$ cat src/rtl/mem_port_arbiter.sv
// Shares the single Memory port between instruction fetch and load/store.
// Latency: grant and memory drive in the request cycle, rvalid/rdata one cycle later.
// Backpressure: a requester holds its request until granted; one access per two cycles.
module mem_port_arbiter #(
  parameter int         MAX_DATA_STREAK = 4,
  parameter logic [2:0] FETCH_RD_TYPE   = 3'b010
) (
  input  logic        clk,
  input  logic        rst,
  input  logic        if_req,
  input  logic [31:0] if_addr,
  output logic        if_gnt,
  output logic        if_rvalid,
  output logic [31:0] if_rdata,
  input  logic        d_req,
  input  logic        d_we,
  input  logic [31:0] d_addr,
  input  logic [31:0] d_wdata,
  input  logic [1:0]  d_wtype,
  input  logic [2:0]  d_rtype,
  output logic        d_gnt,
  output logic        d_rvalid,
  output logic [31:0] d_rdata,
  output logic [31:0] mem_addr,
  output logic        mem_read_en,
  output logic        mem_write_en,
  output logic [31:0] mem_wr_data,
  output logic [1:0]  mem_write_type,
  output logic [2:0]  mem_rd_type,
  input  logic [31:0] mem_out
);

  localparam logic [3:0] MAX_STREAK = 4'(MAX_DATA_STREAK);

  typedef enum logic {
    IDLE = 1'b0,
    RESP = 1'b1
  } state_t;

  state_t     state;
  logic [3:0] streak;
  // High for the cycle right after a reset edge so nothing is granted while reset is still settling.
  logic       rst_seen;
  logic       if_rvalid_q;
  logic       d_rvalid_q;
  logic       arb_ok;
  logic       gnt_i;
  logic       gnt_d;

  // Arbitration: data first, unless fetch has waited through a full streak of data grants.
  always_comb begin
    arb_ok = (state == IDLE) && !rst_seen;
    gnt_d  = arb_ok && d_req && !(if_req && (streak == MAX_STREAK));
    gnt_i  = arb_ok && if_req && !gnt_d;
  end

  assign if_gnt = gnt_i;
  assign d_gnt  = gnt_d;

  // A reset arriving during the response cycle swallows the pending rvalid.
  assign if_rvalid = if_rvalid_q & rst;
  assign d_rvalid  = d_rvalid_q & rst;

  // Memory port is driven only during a grant cycle; otherwise everything reads as zero.
  always_comb begin
    mem_addr       = '0;
    mem_read_en    = 1'b0;
    mem_write_en   = 1'b0;
    mem_wr_data    = '0;
    mem_write_type = '0;
    mem_rd_type    = '0;
    if (gnt_i) begin
      mem_addr    = if_addr;
      mem_read_en = 1'b1;
      mem_rd_type = FETCH_RD_TYPE;
    end else if (gnt_d) begin
      mem_addr       = d_addr;
      // Read stays on even for stores: partial stores merge with the old word.
      mem_read_en    = 1'b1;
      mem_write_en   = d_we;
      mem_wr_data    = d_wdata;
      mem_write_type = d_wtype;
      mem_rd_type    = d_rtype;
    end
  end

  // State machine, streak tracking and registered response capture.
  always_ff @(posedge clk) begin
    if (!rst) begin
      state       <= IDLE;
      streak      <= '0;
      rst_seen    <= 1'b1;
      if_rvalid_q <= 1'b0;
      d_rvalid_q  <= 1'b0;
      if_rdata    <= '0;
      d_rdata     <= '0;
    end else begin
      rst_seen    <= 1'b0;
      if_rvalid_q <= 1'b0;
      d_rvalid_q  <= 1'b0;
      case (state)
        IDLE: begin
          if (gnt_i) begin
            if_rdata    <= mem_out;
            if_rvalid_q <= 1'b1;
            streak      <= '0;
            state       <= RESP;
          end else if (gnt_d) begin
            d_rdata    <= d_we ? 32'd0 : mem_out;
            d_rvalid_q <= 1'b1;
            if (if_req) begin
              if (streak != MAX_STREAK) begin
                streak <= streak + 4'd1;
              end
            end else begin
              streak <= '0;
            end
            state <= RESP;
          end
        end
        RESP: begin
          state <= IDLE;
        end
        default: begin
          state <= IDLE;
        end
      endcase
    end
  end

endmodule

$ cat config.mk
export PLATFORM = sky130hd
export DESIGN_NAME = mem_port_arbiter
export DESIGN_NICKNAME = d
export VERILOG_FILES = /design/src/rtl/mem_port_arbiter.sv
export SDC_FILE = /design/constraint.sdc
export NUM_CORES = 1
export LEC_CHECK = 0
export ABC_AREA = 0
export ABC_CLOCK_PERIOD_IN_PS = 3200
export BUFFER_PORTS_ARGS = -buffer_cell sky130_fd_sc_hd__buf_2
export CAP_MARGIN = 40
export CELL_PAD_IN_SITES_DETAIL_PLACEMENT = 1
export CELL_PAD_IN_SITES_GLOBAL_PLACEMENT = 2
export CORE_MARGIN = 8
export CORE_UTILIZATION = 23
export DETAILED_ROUTE_END_ITERATION = 8
export GPL_TIMING_DRIVEN = 0
export PLACE_DENSITY_LB_ADDON = 0.1
export SLEW_MARGIN = 0
export SYNTH_ARGS = -nofsm -noshare
export SYNTH_HDL_FRONTEND = slang
export SYNTH_SLANG_ARGS = --single-unit
$ cat constraint.sdc
create_clock -name clk -period 3.2 [get_ports clk]
set_input_delay 0.16 -clock clk [delete_from_list [all_inputs] [get_ports clk]]
set_output_delay 0.16 -clock clk [all_outputs]
set_load 0.01 [all_outputs]
== Yosys cells after proc, flatten, opt, wreduce, memory -nomap -nowiden ==
Cells that the tools add are included.
Cells by class
  $add $sub $neg: 1
  equal/unequal tests: 3
  muxes and demuxes: 20
  bitwise gates (word level): 5
  reductions and logical operators: 15
Operator list (number)
  $mux W32: 5
  $mux W4: 4
  $logic_and A1 B1 Y1: 6
  $mux W1: 6
  $mux W3: 2
  $reduce_and A3 Y1: 2
  $add A4 B1 Y4 const B: 1
  $eq A4 B3 Y1 const B: 1
  $mux W2: 2
  $ne A4 B3 Y1 const B: 1
  $logic_not A1 Y1: 3
  $ne A3 B1 Y1 const B: 1
  $not A1 Y1: 3
  $reduce_or A3 Y1: 1
  $and A1 B1 Y1: 2
  $pmux W1 S2: 1
  $reduce_and A2 Y1: 1
  $reduce_bool A2 Y1: 1
  $reduce_or A2 Y1: 1
Word-level totals
  register bits: 72
  input bits: 138
  logic and storage cells: 51

== Depth between registers and ports, before layout ==
Gate-level depths: netlist of run 1.
  word-level depth: 8
  depth in mapped cells: 7
  depth with buffers taken out: 5

== Least setup slack after synthesis of run 1 ==
OpenSTA, ideal clock, no wires.
  path type: register to output
  from: register streak[0]
  to: output mem_wr_data[15]
  arrival: 1.454 ns
  required time: 3.040 ns
  path slack: 1.586 ns
  stages on the path, launching flop included: 8
  path buffers: 2
  cells stage by stage: dfxtp_1 > inv_1 > ha_1 > nand4b_4 > nor3b_2 > buf_6 > buf_4 > and2_1
On the way
  longest elaborated chain between the ends: 7
RTL lines
  from (decl): line 41  | logic [3:0] streak;
  from (signal assigned): line 113  | streak <= streak + 4'd1;
  $eq A4 B3 Y1 (*): line 53  | gnt_d = arb_ok && d_req && !(if_req && (streak == MAX_STREAK));
  $logic_and A1 B1 Y1 (*): line 53
  $logic_not A1 Y1 (*): line 53
  $logic_and A1 B1 Y1 (*): line 53
  via d_gnt: line 21  | output logic d_gnt,
  $logic_not A1 Y1: line 54  | gnt_i = arb_ok && if_req && !gnt_d;
  $logic_and A1 B1 Y1: line 54
  $mux W32 (*): line 72  | if (gnt_i) begin
  to (decl): line 27  | output logic [31:0] mem_wr_data,
The timed path passes the listed nets; every way through them passes the cells marked *.

== Worst setup path in the final report of run 1 ==
  from: register streak[0]
  to: output mem_wr_data[8]
On the way
  longest elaborated chain between the ends: 7
RTL lines (line)
  $eq A4 B3 Y1 (*): 53
  $logic_and A1 B1 Y1 (*): 53
  $logic_not A1 Y1 (*): 53
  $logic_and A1 B1 Y1 (*): 53
  $logic_not A1 Y1: 54
  $logic_and A1 B1 Y1: 54
  $mux W32 (*): 72
Mark *: on every way between the ends. The rest lies on a longest branch, timed or not.

==> results by group, run 1 <==
Status
  – Outcome: complete, no violations

Floorplanning
  – Core area: ~17000 um2
  – # rows: 48
  – Die area: roughly 22000 um2
  – Chip Height: 149.1 um
  – Initial core utilization: 23.55%
  – Die span in x: roughly 150 um
  – # IOs: around 280

Cells and area
  – Fill count: about 2200
  – Fin util: 34.69%
  – Layout area overhead: 47.27%
  – Layout cells sized above 1: approximately two fifths
  – Final cell count without fillers: between 1000 and 1500
  – N_diodes: 0
  – Nets@finish: ~910

Place
  – Place WS: about 1.3 ns
  – Post-DP HPWL: between 15000 and 20000 um
  – Gp weighted congestion: 0.7731
  – Inst Count DP: about 990
  – Port bufs: around 270

Critical path
  – CP Max Fanout: 10
  – Top delay family on crit path: buffers and inverters
  – Worst path cell trace: inv_1, ha_1, nand4b_4, nor3b_2, buf_6, buf_4, and2_1, buf_2
  – CP Data Required Time: 3.04 ns
  – Crit path to: mem_wr_data[8]
  – Buf/Inv on CP: 4
  – Worst R2R End: d_rdata[23]$_SDFFE_PN0P_
  – Worst EP arrival: around 2.1 ns
  – Register-to-Register Path Depth: 7
  – R2R Path Start: streak[0]$_SDFFE_PN0P_
  – Crit path max-delay cell type: dfxtp_1
  – Worst Setup Start Kind: flop
  – Critical Path Source: streak[0]$_SDFFE_PN0P_
  – Critical path depth: 8
  – Reg2reg setup slack: ~1.5 ns
  – Slowest stage delay, CP: slightly below 0.4 ns
  – Critical path class: flop to output pin
  – Worst setup EP type: output pin

Route
  – Post-DR wirelength/cell: about 19 um
  – Vias: between 4000 and 5000
  – Number of DRC markers in iteration 0: between 100 and 150
  – Via density: approximately 4.7
  – Remaining antenna violation count: 0
  – DRT Pass-1 Iters: 4
  – Final wirelength: between 15000 and 20000 um
  – DRC viols: 0

CTS
  – Worst skew pair latency: about 0.34 ns
  – CTS tree: built
  – Post_cts resized: 0
  – Clk sinks: between 70 and 80
  – Reg clk slew, reported paths: around 0.06 ns
  – Clk root buf: clkbuf_16
  – Postcts setup bufs: 0
  – Total CTS buffers: 9
  – H-tree level count: 3
  – Hold-fix buffers, CTS: 0
  – Clock buffer depth: 2

Timing
  – Final Hold Fails: 0
  – Final period util: between 70% and 80%
  – Max Fclk: 445.0 MHz
  – Total Neg Setup Slack: 0 ns
  – Final worst slack: between 0.9 and 1 ns
  – Fin. max-slew vios: 0
  – Worst Tran Pin Value: roughly 0.59 ns
  – RSZ-0062 raised after global routing: false
  – Setup Skew: about 0.0096 ns
  – Relative slew slack: between 60 and 70%
  – Tmin final: around 2.2 ns
  – Final setup fails: 0

Yosys
  – Synth Instances: just under 500
  – Netlist cell types: 31
  – Synth Net Count: 628
  – Yosys reg bits: 72
  – Biggest area consumer among synthesized cells: dfxtp_1
  – Synth Area per Inst: between 8 and 9 um2
  – Sequential fraction of the synthesis area: ~35%
  – Ys Warns: 0
  – Top-area cell type share of the netlist area: between 30% and 40%
  – Top cells by area, synth: dfxtp_1 (35%), mux2i_1 (16%), nand2_1 (9.1%)
  – Mapped Area: around 4000 um2

Global routing
  – Gr usage total: between 10% and 20%
  – Grt ovf: 0
  – Initial antenna violation count: 1
  – Vias in the first global route: 5014
  – First-pass GRT wire length: 28700 um
  – Largest net degree at the start of global routing: 14

Power and ir drop
  – Pwr dens: about 400 nW/um2
  – Worst VDD drop: 0.2224 mV
  – Leakage: about 2.8 nW

Job
  – Max cap viols: 0

Hold path
  – Hold crit path type: primary input to flop
[state kept, by name (all words and copies together) (netlist names)]
register	flops
d_rdata	32
if_rdata	32
streak	4
d_rvalid_q	1
if_rvalid_q	1
rst_seen	1
state	1
[cell type report]
| cell class | instances | area [um2] | share of cell area (%) |
|---|---|---|---|
| plain buffers | 52 | 321.6 | 5.360 |
| clock buffers | 9 | 225.2 | 3.754 |
| clock inverters | 7 | 47.55 | 0.7925 |
| inverters | 4 | 15.01 | 0.2503 |
| multi-input cells | 360 | 2296 | 38.27 |
| flip-flops and latches | 72 | 1441 | 24.03 |
| well taps | 225 | 281.5 | 4.692 |
| repair buffers | 274 | 1371 | 22.86 |
[worst min path at each step]
stage / from / endpoint / cells past startpoint
2_1_floorplan: mem_out[0] / if_rdata[0]$_SDFFE_PN0P_ / 2
3_3_place_gp: mem_out[10] / if_rdata[10]$_SDFFE_PN0P_ / 3
3_5_place_dp: mem_out[4] / if_rdata[4]$_SDFFE_PN0P_ / 3
4_1_cts: mem_out[28] / if_rdata[28]$_SDFFE_PN0P_ / 3
5_1_grt: mem_out[21] / if_rdata[21]$_SDFFE_PN0P_ / 3
6_report: mem_out[28] / if_rdata[28]$_SDFFE_PN0P_ / 3
[layer usage]
layer	part of all wire [%]	wire length, um	GRT usage, %	up-vias
li1	-	-	-	2263
met1	40	7599	18.46	2219
met2	50	9527	29.52	181
met3	8.6	1627	4.885	11
met4	0.69	131	3.584	2
met5	0.053	10	0	-
[stage by stage]
step	power [mW]	hold slack, ns	instance area [um2]
2_1_floorplan	1.193	0.3021	4074
5_1_grt	2.464	0.07959	6000
4_1_cts	2.375	0.06541	6000
3_3_place_gp	1.415	0.4231	5727
6_report	2.332	0.07662	6000
3_5_place_dp	1.425	0.4327	5727
[worst min-delay path: stages]
cell and delay, ns:
buf_2 0.11, nand2_1 0.05, mux2i_1 0.05
[synthesized netlist by cell type (all sizes together)]
library cell	count
o211ai	34
a31oi	1
mux2i	64
and2	40
nand3b	34
a21oi	33
nand3	34
a21boi	1
buf	18
clkbuf	34
o21ai	2
dfxtp	72
nand2	99
nor2	2
nand4b	1
inv	4
nand4	3
nor4	1
or2	1
o22ai	1
o32ai	1
and3b	1
nor2b	1
nor3b	3
ha	2
and4b	1
[report_power, final]
group / switching, mW / internal (mW) / total (mW) / leakage, nW
combinational: 0.250 / 0.203 / 0.453 / 2.12
sequential: 0.0159 / 0.925 / 0.941 / 0.585
clock: 0.414 / 0.524 / 0.938 / 0.132
total: 0.680 / 1.65 / 2.33 / 2.84
[cells by family after synthesis]
kind of cell    count (synthesis)  share of synthesized area, %
buf+inv                        56                         8.261
simple gates                  221                         28.66
fa+ha+maj                       2                        0.6142
mux                            64                         15.72
compound gates                 73                         11.36
flops                          72                         35.38
[cell usage in the layout, fill, tap and decap left out, types with 2 or more instances in the layout]
master,count
mux2i_1,64
buf_12,3
buf_6,3
nor3b_2,2
nand3b_1,34
buf_8,3
nor2_1,2
o21ai_0,2
dfxtp_1,72
buf_4,4
inv_1,4
clkbuf_1,34
nand4_1,3
o211ai_1,34
nand2_1,99
nand3_1,34
clkinv_2,3
buf_2,279
ha_1,2
clkbuf_16,9
and2_1,40
a21oi_1,33
clkinvlp_4,2
(Power assumes the default switching activity.)
==> run 2: changes to the inputs <==
ABC_CLOCK_PERIOD_IN_PS = 2300   (was 3200)
CORE_UTILIZATION = 22   (was 23)
clock period = 2.3 ns   (was 3.2 ns; I/O delays follow)
==> run 2 against run 1 <==
First-iteration DRC count increased by 46%. Sequential cell count stayed put. Die area increased by 4.1%. Clock skew is 0.0047 ns higher. Sequential power increased by 39%. Wire length increased by 1.0%. Setup slack worse by 0.81 ns. Combinational power grew 40%. Final cell count rose by 0.90%. Clock-buffer cell count up 2. Critical endpoint is now mem_addr[7].
==> results by group, run 2 (synthesis results as in run 1) <==
Status
  – Outcome: complete, no violations

Route
  – Final wirelength: 19090 um (+1.0%)
  – Post-DR wirelength/cell: 18.86 um (+0.11%)
  – DRT Pass-1 Iters: 4 (unchanged)
  – DRC viols: 0 (unchanged)
  – Number of DRC markers in iteration 0: 158 (+46%)
  – Remaining antenna violation count: 0 (unchanged)
  – Vias: 4720 (+0.94%)
  – Via density: 4.664 (about the same)

Critical path
  – Worst EP arrival: 2.04 ns (-0.05 ns)
  – Critical Path Source: streak[0]$_SDFFE_PN0P_
  – CP Data Required Time: 2.18 ns (-0.86 ns)
  – Worst setup EP type: output pin
  – Worst Setup Start Kind: flop
  – Worst R2R End: d_rdata[23]$_SDFFE_PN0P_
  – Critical path class: flop to output pin
  – Worst path cell trace: inv_1, ha_1, and3b_1, buf_2, buf_2, o211ai_1, a21oi_1, buf_2
  – Crit path to: mem_addr[7]
  – Slowest stage delay, CP: 0.34 ns (-0.05 ns)
  – Crit-path most repeated cell: buf_2
  – R2R Path Start: streak[1]$_SDFFE_PN0P_
  – Reg2reg setup slack: 0.48 ns (-0.97 ns)
  – CP Max Fanout: 10 (unchanged)
  – Crit path max-delay cell type: dfxtp_2
  – Register-to-Register Path Depth: 8 (+1)

Place
  – Port bufs: 274 (unchanged)
  – Post-place instance area: 5732 um2 (about the same)
  – Post-DP HPWL: 15540 um (+0.65%)
  – Gp weighted congestion: 0.7662 (-0.89%)

Cells and area
  – Nets@finish: 915 (+0.22%)
  – Biggest regs: d_rdata: 32 flops, if_rdata: 32 flops, streak: 4 flops
  – Fin util: 33.41% (-1.3 points)
  – Commonest cells after routing, fill and taps aside: buf_2 (279), nand2_1 (99), dfxtp_1 (71), mux2i_1 (64), and2_1 (40)
  – Layout cells sized above 1: 40.64% (+0.54 points)
  – Layout area overhead: 48.34%
  – Commonest non-fill, non-tap cell in the layout: buf_2
  – Post-Layout Inst Area: 6043 um2 (+0.73%)
  – Fill count: 2267 (+4.7%)

Power and ir drop
  – Leakage: 2.854 nW (+0.67%)
  – Worst VDD drop: 0.2797 mV (+26%)
  – Pwr dens: 544.4 nW/um2 (+40%)

Timing
  – Setup Skew: 0.01436 ns (+0.004723 ns)
  – Max Fclk: between 400 and 500 MHz
  – Final Hold Fails: 0 (unchanged)
  – Hold_ws: 0.03675 ns (-0.03986 ns)
  – Worst Tran Pin Value: 0.5986 ns (+0.01123 ns)
  – Relative slew slack: 60.09% (-0.75 points)
  – Total Neg Setup Slack: 0 ns (unchanged)
  – Fin. max-slew vios: 0 (unchanged)
  – Final setup fails: 0 (unchanged)
  – RSZ-0062 raised after global routing: false
  – Tmin final: 2.159 ns
  – Final period util: a little over nine tenths

CTS
  – Hold-fix buffers, CTS: 0 (unchanged)
  – Clk sinks: 72 (unchanged)
  – Clock buffer depth: 2 (unchanged)
  – Total CTS buffers: 9 (unchanged)
  – H-tree level count: 3 (unchanged)
  – Clk root buf: clkbuf_16
  – Reg clk slew, reported paths: 0.06 ns (about the same)
  – Worst skew pair latency: 0.34 ns (about the same)
  – CTS tree: built

Floorplanning
  – # IOs: 277 (unchanged)
  – Core area: 18090 um2 (+4.6%)
  – Chip Height: 152.1 um (+2.0%)
  – Die area: 23130 um2 (+4.1%)
  – # rows: 49 (+2.1%)
  – Initial core utilization: 22.53% (-1.0 points)
  – Die span in x: 152.1 um (+2.0%)

Global routing
  – Vias in the first global route: 5021 (+0.14%)
  – Initial antenna violation count: 5 (+4)
  – Grt ovf: 0 (unchanged)
  – Largest net degree at the start of global routing: 14 (unchanged)
  – First-pass GRT wire length: 29570 um (+3.0%)
  – Gr usage total: 16.02% (-0.31 points)

Hold path
  – Hold crit path type: primary input to flop

Job
  – Max cap viols: 0 (unchanged)
==> run 2: repair_timing <==
action                     CTS  global route
pin swaps                    0             0
setup endpoints to repair    1            33
setup buffers                2             0
gates resized for setup      0             7
==> run 2: area by class of cell <==
| cell class | instances | area [um2] | share of cell area [%] |
|---|---|---|---|
| Timing Repair Buffer | 276 | 1386 | 22.94 |
| Multi-Input combinational cell | 360 | 2296 | 37.99 |
| Inverter | 4 | 15.01 | 0.2484 |
| Clock inverter | 5 | 41.29 | 0.6832 |
| Antenna cell | 3 | 7.507 | 0.1242 |
| Clock buffer | 11 | 242.7 | 4.017 |
| Tap cell | 229 | 286.5 | 4.741 |
| Buffer | 52 | 325.3 | 5.383 |
| Sequential cell | 72 | 1443 | 23.87 |
==> run 2: per-stage QoR <==
step | cells | setup WS, ns | power, mW
final | 1012 | 0.1412 | 3.290
after global routing | 1012 | 0.02248 | 3.457
after CTS | 1009 | 0.02836 | 3.355
after detailed placement | 991 | 0.3624 | 1.981
after global placement | 991 | 0.3991 | 1.971
after floorplan | 488 | 0.7309 | 1.660
==> run 2: layer usage <==
| layer | global-route usage, % | wire length (um) |
|---|---|---|
| met5 | 0 | 22 |
| met2 | 28.64 | 9489 |
| met1 | 17.48 | 7883 |
| met4 | 5.474 | 357 |
| met3 | 5.247 | 1334 |
==> run 2: worst max-delay path: cells and delay by family (launching register included) <==
family | cells | cell delay [ns]
DFF | 1 | 0.34
and+or+nand+nor | 1 | 0.17
buffers and inverters | 4 | 0.65
AOI/OAI and AO/OA | 2 | 0.32
adders and majority gates | 1 | 0.23
==> run 2: worst min-delay path by stage <==
| stage | startpoint | endpoint | slack [ns] | depth (start not counted) |
|---|---|---|---|---|
| after floorplan | mem_out[0] | if_rdata[0]$_SDFFE_PN0P_ | 0.26 | 2 |
| after global placement | mem_out[5] | if_rdata[5]$_SDFFE_PN0P_ | 0.37 | 3 |
| after detailed placement | mem_out[3] | if_rdata[3]$_SDFFE_PN0P_ | 0.39 | 3 |
| after CTS | mem_out[26] | if_rdata[26]$_SDFFE_PN0P_ | 0.02 | 3 |
| after global routing | mem_out[22] | if_rdata[22]$_SDFFE_PN0P_ | 0.04 | 3 |
| final | mem_out[26] | if_rdata[26]$_SDFFE_PN0P_ | 0.04 | 3 |
==> run 2: power by group <==
part           total, mW  switching, mW  internal [mW]
logic              0.634          0.349          0.285
registers           1.31         0.0216           1.29
clock network       1.35          0.579          0.768
total               3.29          0.949           2.34
==> run 3: changes to the inputs <==
ABC_CLOCK_PERIOD_IN_PS = 2800   (was 2300)
CORE_MARGIN = 3   (was 8)
CORE_UTILIZATION = 23   (was 22)
clock period = 2.8 ns   (was 2.3 ns; I/O delays follow)
==> run 3 against run 2 <==
Core utilization increased by 1.8 points. Cell area rose by 0.72%. Largest power group unchanged. Final cell count fell by 0.89%. Clock power is 4% higher. Critical endpoint is now mem_addr[24]. Wire length down 9.8%. Global-route usage is 0.98 points higher. First-iteration DRC count is 56% lower. Clock-buffer cell count is 1 lower. Setup slack improved by 0.36 ns. Critical path depth fell by 1. Critical path type unchanged.
==> results by group, run 3 (synthesis results as in run 1) <==
Power and ir drop
  – Leakage: 2.877 nW (+0.79%)
  – Pwr dens: 492.5 nW/um2 (-9.5%)
  – Worst VDD drop: 0.2537 mV (-9.3%)

Timing
  – Hold_ws: 0.06252 ns (+0.02576 ns)
  – Setup Skew: 0.008769 ns (-0.005588 ns)
  – Tmin final: ~2.3 ns
  – Final setup fails: 0 (unchanged)
  – RSZ-0062 raised after global routing: false
  – Fin. max-slew vios: 0 (unchanged)
  – Final period util: 82.17%
  – Worst Tran Pin Value: 0.6142 ns (+0.01564 ns)
  – Relative slew slack: 59.05% (-1.0 points)
  – Final Hold Fails: 0 (unchanged)
  – Total Neg Setup Slack: 0 ns (unchanged)
  – Max Fclk: around 430 MHz

Floorplanning
  – Core area: 17300 um2 (-4.4%)
  – # rows: 48 (-2.0%)
  – Die span in x: 139.1 um (-8.5%)
  – Initial core utilization: 23.55% (+1.0 points)
  – # IOs: 277 (unchanged)
  – Die area: 19350 um2 (-16%)
  – Chip Height: 139.1 um (-8.5%)

CTS
  – Reg clk slew, reported paths: 0.06 ns (about the same)
  – Hold-fix buffers, CTS: 0 (unchanged)
  – Clk sinks: 72 (unchanged)
  – Postcts setup bufs: 0 (-2)
  – Worst skew pair latency: 0.33 ns (about the same)
  – Post_cts resized: 0 (unchanged)
  – Total CTS buffers: 9 (unchanged)
  – H-tree level count: 3 (unchanged)
  – CTS tree: built
  – Clk root buf: clkbuf_16
  – Clock buffer depth: 2 (unchanged)

Global routing
  – Vias in the first global route: 4746 (-5.5%)
  – Initial antenna violation count: 0 (-5)
  – Largest net degree at the start of global routing: 13 (-1)
  – Gr usage total: 17.00% (+0.98 points)
  – Grt ovf: 0 (unchanged)
  – First-pass GRT wire length: 26750 um (-9.5%)

Cells and area
  – Commonest cells after routing, fill and taps aside: buf_2 (279), nand2_1 (99), dfxtp_1 (72), mux2i_1 (64), and2_1 (40)
  – Nets@finish: 913 (-0.22%)
  – Multi-input gate area: 2296 um2 (unchanged)
  – Fill count: 2190 (-3.4%)
  – Layout cells sized above 1: 39.90% (-0.74 points)
  – Register area: 1441 um2 (about the same)
  – Post-Layout Inst Area: 6087 um2 (+0.72%)
  – Layout area overhead: 49.42%
  – Biggest regs: d_rdata: 32 flops, if_rdata: 32 flops, streak: 4 flops
  – Fin util: 35.19% (+1.8 points)
  – Commonest non-fill, non-tap cell in the layout: buf_2

Route
  – DRC viols: 0 (unchanged)
  – Via density: 4.646 (-0.39%)
  – Remaining antenna violation count: 0 (unchanged)
  – Final wirelength: 17220 um (-9.8%)
  – Post-DR wirelength/cell: 17.17 um (-9.0%)
  – Vias: 4660 (-1.3%)
  – Number of DRC markers in iteration 0: 69 (-56%)
  – DRT Pass-1 Iters: 4 (unchanged)

Hold path
  – Worst hold path stage count: 3 (unchanged)
  – Hold crit path type: primary input to flop

Place
  – Post-place instance area: 5727 um2 (about the same)
  – Post-DP HPWL: 13730 um (-12%)
  – Port bufs: 274 (unchanged)
  – Gp weighted congestion: 0.8349 (+9.0%)

Critical path
  – Top delay family on crit path: buffers and inverters
  – CP Data Required Time: 2.66 ns (+0.48 ns)
  – CP Max Fanout: 10 (unchanged)
  – Crit path max-delay cell type: dfxtp_1
  – Worst path cell trace: inv_1, ha_1, nand4b_4, clkbuf_1, nand3_1, a21oi_1, buf_2
  – Buf/Inv on CP: 3 (-1)
  – Critical path depth: 7 (-1)
  – Critical path class: flop to output pin
  – Worst Setup Start Kind: flop
  – Register-to-Register Path Depth: 7 (-1)
  – Worst EP arrival: 2.16 ns (+0.12 ns)
  – Worst setup EP type: output pin
  – Slowest stage delay, CP: 0.39 ns (+0.05 ns)

Job
  – Max cap viols: 0 (unchanged)

Status
  – Outcome: complete, no violations
## run 3: stage by stage
stage	worst slack, ns	std cells	power (mW)
final	0.4992	1003	2.998
after global routing	0.3110	1002	3.135
after CTS	0.4888	1002	3.050
after detailed placement	0.8634	987	1.623
after global placement	0.9000	987	1.613
after floorplan	1.206	488	1.364
## run 3: final timing paths
check                                                from                        end  slack, ns
worst max register to register     streak[0]$_SDFFE_PN0P_    d_rdata[8]$_SDFFE_PN0P_       1.02
worst max-delay path               streak[0]$_SDFFE_PN0P_               mem_addr[24]       0.50
worst min-delay path                          mem_out[26]  if_rdata[26]$_SDFFE_PN0P_       0.06
worst min register to register  if_rdata[14]$_SDFFE_PN0P_  if_rdata[14]$_SDFFE_PN0P_       0.46
## run 3: routing by layer
metal  part of all wire, %  wire length (um)  track usage [%]  vias up
met5                     0                 0                0        -
met4                   1.4               248            5.046        0
met3                   6.6              1142            4.586       16
met2                    50              8584            29.99      175
met1                    42              7242            20.20     2212
li1                      -                 -                -     2257
## run 3: where the power goes
part | internal [mW] | switching [mW] | total (mW)
Sequential | 1.06 | 0.0172 | 1.07
Combinational | 0.232 | 0.282 | 0.514
Clock | 0.959 | 0.450 | 1.41
## run 3: cell type report
cell class	instances	area share (%)
antenna	1	0.04111
multi-input combinational	360	37.72
buffer	52	5.283
sequential	72	23.68
tap	225	4.625
inverter	4	0.2467
clock buffer	10	3.762
clock inverter	5	2.117
timing repair buffer	274	22.53
## run 3: worst register-to-register path: cells and delay by family (launching register included)
kind	cells	cell delay (ns)
multiplexers	1	0.21
AND/OR/NAND/NOR	2	0.39
buffers and inverters	3	0.46
flip-flops	1	0.39
adder cells (fa/ha/maj)	1	0.26
